File: src/rtl/rca_seq_adder.sv
// Nibble-serial adder: one shared 4-bit ripple-carry cell, LSB nibble first, carry chained via a register.
// Optional subtract mode (sub port, A + ~B + 1) is enabled by defining RCA_SEQ_SUB_EN.

module rca4 (
    input  logic [3:0] a,
    input  logic [3:0] b,
    input  logic       Cin,
    output logic [3:0] sum,
    output logic       carry
);
    logic [4:0] c;
    assign c[0] = Cin;
    for (genvar i = 0; i < 4; i++) begin : g_fa
        assign sum[i]   = a[i] ^ b[i] ^ c[i];
        assign c[i+1]   = (a[i] & b[i]) | (c[i] & (a[i] ^ b[i]));
    end
    assign carry = c[4];
endmodule

module rca_seq_adder #(
    parameter int WIDTH = 16
) (
    input  logic             clk,
    input  logic             rst_n,
    input  logic             start_valid,
    output logic             start_ready,
    input  logic [WIDTH-1:0] a_in,
    input  logic [WIDTH-1:0] b_in,
    input  logic             cin,
`ifdef RCA_SEQ_SUB_EN
    input  logic             sub,
`endif
    output logic             busy,
    output logic             res_valid,
    input  logic             res_ready,
    output logic [WIDTH-1:0] sum_out,
    output logic             cout,
    output logic             ovf
);
    localparam int NIB = WIDTH / 4;
    localparam int CW  = $clog2(NIB);

    typedef enum logic [1:0] {IDLE = 2'd0, RUN = 2'd1, DONE = 2'd2} state_t;

    state_t           state_q;
    logic [WIDTH-1:0] a_q, b_q, sum_q;
    logic [CW-1:0]    cnt_q;
    logic             carry_q, cout_q, ovf_q;

    logic [3:0]       nib_sum;
    logic             nib_carry;
    logic [WIDTH-1:0] b_eff_d;
    logic             carry_init_d;

    rca4 u_rca (
        .a     (a_q[4*cnt_q +: 4]),
        .b     (b_q[4*cnt_q +: 4]),
        .Cin   (carry_q),
        .sum   (nib_sum),
        .carry (nib_carry)
    );

    // Subtract is A + ~B with the initial carry forced to 1; cin is ignored then.
    always_comb begin
        b_eff_d      = b_in;
        carry_init_d = cin;
`ifdef RCA_SEQ_SUB_EN
        if (sub) begin
            b_eff_d      = ~b_in;
            carry_init_d = 1'b1;
        end
`endif
    end

    always_ff @(posedge clk or negedge rst_n) begin
        if (!rst_n) begin
            state_q <= IDLE;
            a_q     <= '0;
            b_q     <= '0;
            sum_q   <= '0;
            cnt_q   <= '0;
            carry_q <= 1'b0;
            cout_q  <= 1'b0;
            ovf_q   <= 1'b0;
        end else begin
            case (state_q)
                IDLE: begin
                    if (start_valid) begin
                        a_q     <= a_in;
                        b_q     <= b_eff_d;
                        carry_q <= carry_init_d;
                        cnt_q   <= '0;
                        state_q <= RUN;
                    end
                end
                RUN: begin
                    sum_q[4*cnt_q +: 4] <= nib_sum;
                    carry_q             <= nib_carry;
                    cnt_q               <= cnt_q + CW'(1);
                    if (cnt_q == CW'(NIB - 1)) begin
                        cout_q  <= nib_carry;
                        ovf_q   <= (a_q[WIDTH-1] == b_q[WIDTH-1]) & (nib_sum[3] != a_q[WIDTH-1]);
                        state_q <= DONE;
                    end
                end
                DONE: begin
                    if (res_ready) state_q <= IDLE;
                end
                default: state_q <= IDLE;
            endcase
        end
    end

    assign start_ready = (state_q == IDLE);
    assign busy        = (state_q == RUN);
    assign res_valid   = (state_q == DONE);
    assign sum_out     = sum_q;
    assign cout        = cout_q;
    assign ovf         = ovf_q;
endmodule
File: config.mk
export PLATFORM = sky130hd
export DESIGN_NAME = rca_seq_adder
export DESIGN_NICKNAME = d
export VERILOG_FILES = /design/src/rtl/rca_seq_adder.sv
export SDC_FILE = /design/constraint.sdc
export NUM_CORES = 1
export LEC_CHECK = 0
export BUFFER_PORTS_ARGS = -buffer_cell sky130_fd_sc_hd__buf_2
export CAP_MARGIN = 20
export CORE_AREA = 2 2 68 119
export DETAILED_ROUTE_END_ITERATION = 8
export DIE_AREA = 0 0 70 121
export GPL_TIMING_DRIVEN = 0
export SYNTH_ARGS = -nofsm -noshare
export SYNTH_HDL_FRONTEND = slang
export SYNTH_SLANG_ARGS = --single-unit
export TNS_END_PERCENT = 5
File: constraint.sdc
create_clock -name clk -period 6.6 [get_ports clk]
set_input_delay 1.65 -clock clk [delete_from_list [all_inputs] [get_ports clk]]
set_output_delay 1.65 -clock clk [all_outputs]
set_load 0.1 [all_outputs]
# After elaboration in Yosys (flattened, before gate mapping)
# Index checks and enable logic that the tools add are counted.
totals:
  regBits: 55
  wordCells: 58
classes:
  reduce_logical: 6
  bitwise_logic: 21
  n_shift: 4
  add_sub_neg: 2
  n_eq_ne: 8
  muxes: 9
op_table:
  columns: ["operator", "n"]
  rows:
  - ["4-bit negator with 34-bit output", 1]
  - ["4-bit by 34-bit variable shift with 16-bit output, first input constant", 1]
  - ["4-bit by 34-bit indexed part select with 16-bit output", 1]
  - ["16-bit by 5-bit indexed part select with 4-bit output", 2]
  - ["16-bit bitwise mux", 1]
  - ["1-bit bitwise AND", 9]
  - ["2-bit 2-to-1 mux", 4]
  - ["1-bit XOR", 8]
  - ["2-bit case mux with 3 select lines", 1]
  - ["2-bit AND reduction", 3]
  - ["2-bit == test, second input constant", 2]
  - ["2-bit by 1-bit != test with 1-bit output, second input constant", 2]
  - ["1-bit bitwise OR", 4]
  - ["2-bit case mux with 2 select lines", 1]
  - ["3-bit AND reduction", 1]
  - ["2-bit by 1-bit adder with 2-bit output, second input constant", 1]
  - ["2-bit by 1-bit == test with 1-bit output, second input constant", 1]
  - ["2-bit logical NOT", 1]
  - ["2-bit != test, second input constant", 1]
  - ["1-bit case mux with 2 select lines", 1]
  - ["2-bit nonzero test", 1]
  - ["1-bit == test", 1]
  - ["1-bit 2-to-1 mux", 1]
  - ["1-bit != test", 1]

# Depth between registers and ports, before layout
# Gate-level depths: netlist (run 1).
logic_depth:
  ltp_word: 11
  mapped_depth: 11

# Modules after synthesis
# A second synthesis (run 1) with hierarchy kept.
hier_totals:
  cells_unflattened: 188
  hier_area_um2: 2763.9
modules_own_cells:
  columns: ["module", "area_per_inst_um2", "instances", "cells_each", "seq_area_each_um2"]
  rows:
  - ["rca_seq_adder", 2646.3, 1, 174, 1376.3]
  - ["rca4", 117.6, 1, 14, 0.0]

# Worst setup path before layout (run 1)
# OpenSTA, ideal clock, no wires.
synth_path:
  path_type: "reg2out"
  startpoint: "register state_q[0]"
  endpoint: "output start_ready"
  t_arrival_ns: 1.783
  slack_ns: 3.167
  stages_incl_launch_ff: 3
  cell_sequence: "dfrtp_1 -> buf_4 -> nor2_1"
synth_via:
  elab_chain_len: 1
synth_lines:
  columns: ["item", "line_no", "text"]
  rows:
  - ["start, declared", "45", "state_t state_q;"]
  - ["start signal, assigned", "77", "state_q <= IDLE;"]
  - ["start signal, assigned", "93", "state_q <= RUN;"]
  - ["start signal, assigned", "103", "state_q <= DONE;"]
  - ["2-bit logical NOT", "114", "assign start_ready = (state_q == IDLE);"]
  - ["end, declared", "26", "output logic start_ready,"]
# Every way passes these cells.

# Final worst setup path (run 1)
layout_path:
  startpoint: "register cnt_q[0]"
  endpoint: "register ovf_q, in the netlist ovf"
layout_via:
  elab_chain_len: 11
layout_lines:
  columns: ["item", "line_no", "text"]
  rows:
  - ["start, declared", "47", "logic [CW-1:0] cnt_q;"]
  - ["start signal, assigned", "99", "cnt_q <= cnt_q + CW'(1);"]
  - ["16-bit by 5-bit indexed part select with 4-bit output, on equally long branches", "56, 57", null]
  - ["1-bit XOR", "15", "assign c[i+1] = (a[i] & b[i]) | (c[i] & (a[i] ^ b[i]));"]
  - ["1-bit bitwise AND", "15", null]
  - ["1-bit bitwise OR", "15", null]
  - ["1-bit bitwise AND", "15", null]
  - ["1-bit bitwise OR", "15", null]
  - ["1-bit bitwise AND", "15", null]
  - ["1-bit bitwise OR", "15", null]
  - ["1-bit XOR", "14", "assign sum[i] = a[i] ^ b[i] ^ c[i];"]
  - ["1-bit != test", "102", "ovf_q <= (a_q[WIDTH-1] == b_q[WIDTH-1]) & (nib_sum[3] != a_q[WIDTH-1]);"]
  - ["1-bit bitwise AND", "102", null]
  - ["end signal, assigned", "102", null]
  - ["end, declared", "48", "logic carry_q, cout_q, ovf_q;"]
# Parallel ways exist; a longest one is shown, timed or not.
# A chain may end at the register's enable or synchronous reset.

==> results.json, run 1 <==
{
  "rows": 42,
  "synth_seq_cells": 55,
  "final_cell_mix": "59 x buf_2, 55 x dfrtp_1, 33 x mux2_2",
  "grt_pass1_wl_mm": 8.71,
  "first_global_vias": 1807,
  "worstHoldStart": "sum_out[12]",
  "setup_viol": 0,
  "antenna_cells": 0,
  "r2r_slack_ps": 3230,
  "hold_path_class": "flop to flop",
  "ant_nets": 0,
  "setup_tns_ps": 0,
  "drt-total-wl_mm": 5.45,
  "synth_xor_area_share_pct": 0,
  "yosysSeqAreaShare_pct": 53.4,
  "gp_congestion": 0.750,
  "grt_max_degree": 36,
  "rr_endpoint": "ovf",
  "post_cts_resized": 0,
  "syn2layout_area_growth_pct": 21.6,
  "outcome": "finished clean",
  "ys_warn_count": 0,
  "netlist.area_leader.share_pct": 53.4,
  "synthesis.nets": 225,
  "holdPathStages": 2,
  "muxShareOfSynthArea_pct": 22.2,
  "cp-startpoint": "cnt_q[0]",
  "synth_simple_gate_area_share_pct": 8.40,
  "slew_violations": 0,
  "core_um2": 7460,
  "synth_fa_ha_area_share_pct": 6.02,
  "drt-pass1-iter-count": 2,
  "grtUsageTotal_pct": 13.6,
  "cts_tree": "yes",
  "root_buffer": "clkbuf_16",
  "drt-initial-drc-count": 49,
  "worst_pin_slew_ps": 491,
  "crit_type": "flop to flop",
  "ctsHoldBuffers": 0,
  "r2r_start": "cnt_q[0]",
  "post-route-drc-count": 0,
  "hold_violations": 0,
  "hold_end": "sum_out[12]",
  "dieWidth_um": 70,
  "die-area_um2": 8470,
  "synth_top_family_by_area": "multiplexers",
  "ys_types": 30,
  "start_util_pct": 34.5,
  "rsz0062_at_grt": "no",
  "drive_gt1_share_pct": 48.0,
  "critical_path_peak_fanout": 10,
  "fin_skew_ps": 6.11,
  "synth_compound_area_share_pct": 5.88,
  "worstSetupEndpointType": "flop",
  "wire_per_inst_um": 16.4,
  "post-route-min-period_ps": 3370,
  "yosys.area.top_type": "dfrtp_1",
  "syn_area_um2": 2580,
  "vias": 1631,
  "required_ps": 6780,
  "critPathArrivalTime_ps": 3550,
  "synth_area_leaders": "dfrtp_1 53%, mux2_2 14%, mux4_2 7.0%",
  "reg2reg_depth": 11,
  "postCtsSetupRepairBufs": 0,
  "antenna_found_initial": 0,
  "viasPerCell": 4.91,
  "die_y_um": 121,
  "insertion_delay_ps": 290,
  "dp_hpwl_mm": 4.29,
  "cts_buffer_depth": 2,
  "nNetsFinal": 290,
  "cp-start-kind": "flop",
  "syn_area_per_cell_um2": 14.5,
  "htreeDepth": 2,
  "cap_viol_max_count": 0,
  "fmax_mhz": 297,
  "final_common_cell": "buf_2",
  "path_clk_slew_ps": 70,
  "ios": 58,
  "fill_cells": 722,
  "cts_buffers": 5,
  "numPortBuffers": 57,
  "cts.sinks": 55,
  "grt-ovfl-total": 0,
  "period_share_pct": 51.0,
  "slew_headroom_pct": 67.2,
  "synth_cells": 178
}
cell type report:
cell class	count	area, um^2	share of cell area [%]
tap	88	110	3.51
sequential	55	1380	43.9
timing repair buffer	58	305	9.74
multi-input combinational	105	1100	35.0
buffer	8	66.3	2.12
clock inverter	2	12.5	0.399
inverter	10	37.5	1.20
clock buffer	6	129	4.11
through the flow:
step | instances | worst slack [ps] | cell area, um^2 | utilization (%) | hold slack, ps
final | 332 | 3230 | 3130 | 42.0 | 475
after global routing | 332 | 3010 | 3130 | 42.0 | 517
after CTS | 332 | 3190 | 3130 | 42.0 | 485
after detailed placement | 324 | 3190 | 2990 | 40.1 | 469
after global placement | 323 | 3250 | 2970 | 39.8 | 461
after floorplan | 178 | 3170 | 2580 | - | 453
synth_stat cells:
| cell | instances |
|---|---|
| o2bb2ai_1 | 2 |
| mux2_2 | 33 |
| or3_1 | 1 |
| inv_1 | 10 |
| mux2i_1 | 1 |
| o31ai_1 | 2 |
| dfrtp_1 | 55 |
| a22o_1 | 8 |
| fa_1 | 4 |
| buf_6 | 3 |
| nand2_1 | 12 |
| or4_1 | 1 |
| nand4_1 | 1 |
| and4_1 | 1 |
| nor3b_1 | 1 |
| and2b_1 | 1 |
| o21ai_0 | 7 |
| o22ai_1 | 1 |
| buf_2 | 2 |
| nor4b_1 | 2 |
| ha_1 | 6 |
| mux2_1 | 1 |
| nand2b_1 | 2 |
| mux4_2 | 8 |
| nor4_1 | 1 |
| a22oi_1 | 1 |
| or4b_1 | 2 |
| nand3b_4 | 3 |
| buf_4 | 3 |
| nor2_1 | 3 |
critical path, cell delays in order (launching register included):
cell	delay, ps
dfrtp_1	450
buf_2	360
mux4_2	540
inv_1	90
fa_1	190
fa_1	160
inv_1	60
fa_1	380
fa_1	560
nand2b_1	120
o22ai_1	80
mux2_2	260
metal layers:
| metal | track usage [%] | wire, um | vias up |
|---|---|---|---|
| li1 | - | - | 771 |
| met4 | 5.41 | 95 | 0 |
| met5 | 0 | 0 | - |
| met3 | 2.66 | 188 | 6 |
| met2 | 26.1 | 3160 | 35 |
| met1 | 14.1 | 2010 | 819 |
cell families (layout without fill, tap and decap cells):
logic type      after synthesis  in the layout
compound gates               21             21
fa+ha+maj                    10             10
buf+inv                      18             84
flops                        55             55
mux                          43             43
simple gates                 31             31
flip-flops by register name, summed over array words and instances, names as in the netlist:
name	flops
sum_out	16
a_q	16
state_q	2
b_q	16
cnt_q	2
carry_q	1
cout	1
ovf	1
how the worst max path moves through the flow:
stage,to,cells after the start,slack [ps]
final,ovf,11,3230
after global routing,ovf,11,3010
after CTS,ovf,11,3190
after detailed placement,ovf,11,3190
after global placement,ovf,11,3250
after floorplan,start_ready,2,3170
Power of run 1 is left out: the tool's default activity adds up to more than one toggle a clock period on the data nets, which glitch-free logic cannot reach.
==> run 2: changes to the inputs <==
Settings changed: ABC_AREA from default to 1, CORE_AREA 2 2 68 119 to 2 2 71 124, DIE_AREA 0 0 70 121 to 0 0 73 126.
Clock period 6.6 ns to 2.9 ns, I/O delays scaled along.
==> results.json, run 2 <==
{
  "antenna_found_initial": 0,
  "root_buffer": "clkbuf_16",
  "fin_area_um2": 3500,
  "yosysSeqAreaShare_pct": 48.8,
  "synthArstFlopShare_pct": 100,
  "place_area_um2": 3230,
  "multi_input_area_um2": 1270,
  "post-route-min-period_ps": 2770,
  "ys_types": 23,
  "antenna_cells": 0,
  "fin_skew_ps": 3.95,
  "post-place-ws_ps": -282,
  "grt-ovfl-total": 0,
  "cpPeakStageDelay_ps": 490,
  "setup_tns_ps": 0,
  "core_um2": 8200,
  "cts_tree": "yes",
  "fill_cells": 850,
  "synth-edff-count": 0,
  "yosys.area.top_type": "dfrtp_1",
  "dieWidth_um": 73,
  "drt-total-wl_mm": 6.99,
  "netlist.area_leader.share_pct": 48.8,
  "critical_path_peak_fanout": 7,
  "numPortBuffers": 56,
  "drive_gt1_share_pct": 26.4,
  "vias": 2424,
  "grt_pass1_wl_mm": 11.8,
  "grtUsageTotal_pct": 16.6,
  "hold_violations": 0,
  "period_share_pct": 95.6,
  "path_clk_slew_ps": 70,
  "worstSetupEndpointType": "flop",
  "setup_viol": 0,
  "slew_headroom_pct": 67.6,
  "hold_path_class": "input pin to asynchronous set/reset pin",
  "grt_max_degree": 37,
  "slew_violations": 0,
  "synth_area_leaders": "dfrtp_1 49%, nand2_1 19%, nand3_1 9.6%",
  "cts_buffer_depth": 2,
  "syn2layout_area_growth_pct": 24.2,
  "final_common_cell": "nand2_1",
  "post-route-drc-count": 0,
  "nNetsFinal": 463,
  "synth_common_cells": "140 x nand2_1, 55 x dfrtp_1, 54 x nand3_1, 20 x inv_1, 17 x nor2_1",
  "viasPerCell": 4.77,
  "numPlacedInstances": 494,
  "worst_pin_slew_ps": 489,
  "first_global_vias": 2501,
  "insertion_delay_ps": 290,
  "ios": 58,
  "wire_per_inst_um": 13.8,
  "final_cell_mix": "136 x nand2_1, 60 x buf_2, 55 x dfrtp_1",
  "synthesis.nets": 392,
  "cp-start-kind": "flop",
  "drt-initial-drc-count": 78,
  "final_cells": 508,
  "critPathSlowestCell": "fa_2",
  "syn_area_um2": 2820,
  "rsz0062_at_grt": "no",
  "rows": 44,
  "critPathArrivalTime_ps": 2950,
  "synth_seq_cells": 55,
  "critPathMostFrequentCell": "fa_2",
  "yosysMostFrequentCell": "nand2_1",
  "outcome": "finished clean",
  "ff_latch_area_um2": 1380,
  "syn_area_per_cell_um2": 8.17,
  "start_util_pct": 34.4,
  "drt-pass1-iter-count": 4,
  "die_y_um": 126,
  "crit_type": "flop to flop",
  "fmax_mhz": 361,
  "gp_congestion": 0.831,
  "required_ps": 3080,
  "worstPathCellList": "buf_6 -> inv_4 -> buf_6 -> nand2_1 -> nand3_1 -> nand2_2 -> fa_2 -> fa_2 -> inv_2 -> fa_2 -> fa_2 -> nand2_2 -> inv_1 -> nand3_1 -> nand2_1",
  "dominantRegCellSynth": "dfrtp_1",
  "cap_viol_max_count": 0,
  "dp_hpwl_mm": 5.41,
  "cts_buffers": 5,
  "fin_ws_ps": 128,
  "ys_warn_count": 0,
  "cts.sinks": 55,
  "die-area_um2": 9200,
  "synth_cells": 345,
  "htreeDepth": 2,
  "ant_nets": 0
}
[run 2: worst paths after layout]
kind	startpoint	cells past startpoint	slack [ps]	to
max	cnt_q[0]	15	130	sum_out[11]
min in group clk	a_q[8]	2	470	a_q[8]
min reg2reg	a_q[8]	2	470	a_q[8]
min	rst_n	1	370	a_q[1]
max in group asynchronous	rst_n	2	1980	b_q[4]
max reg2reg	cnt_q[0]	15	130	sum_out[11]
[run 2: kinds of logic after synthesis]
group / count (synthesis) / synth area share, %
AND/OR/NAND/NOR: 221 / 34.3
adder cells (fa/ha/maj): 10 / 5.51
AO/OA/AOI/OAI: 20 / 4.31
flip-flops: 55 / 48.8
buffers and inverters: 39 / 7.06
[run 2: timing repair]
action,in CTS,in global routing
resized for setup,13,13
setup endpoints to repair,7,5
pin swaps,1,3
setup buffers,6,1
hold buffers,0,0
[run 2: layout make-up]
| class | count | area share, % |
|---|---|---|
| clock inverter | 1 | 0.143 |
| buffer | 18 | 4.43 |
| sequential | 55 | 39.3 |
| timing repair buffer | 64 | 10.1 |
| multi-input combinational | 251 | 36.4 |
| clock buffer | 6 | 3.97 |
| tap | 92 | 3.29 |
| inverter | 21 | 2.40 |
[run 2: per-layer routing]
| layer | vias up | wire, um | global-route usage, % |
|---|---|---|---|
| li1 | 1237 | - | - |
| met1 | 1117 | 2630 | 17.1 |
| met2 | 56 | 3930 | 31.3 |
| met4 | 0 | 213 | 7.52 |
| met3 | 14 | 217 | 2.64 |
| met5 | - | 0 | 0 |
[run 2: critical path, delay by kind of cell (launching register included)]
family	cells	cell delay [ps]
adders and majority gates	4	1380
and+or+nand+nor	6	470
buffers and inverters	5	440
DFF	1	390
[run 2: through the flow]
step           util [%]  hold WS, ps
6_report           42.7          373
3_3_place_gp       39.2          451
4_1_cts            42.1          389
3_5_place_dp       39.4          460
5_1_grt            42.7          408
2_1_floorplan         -          429
Power of run 2 is left out for the same reason.
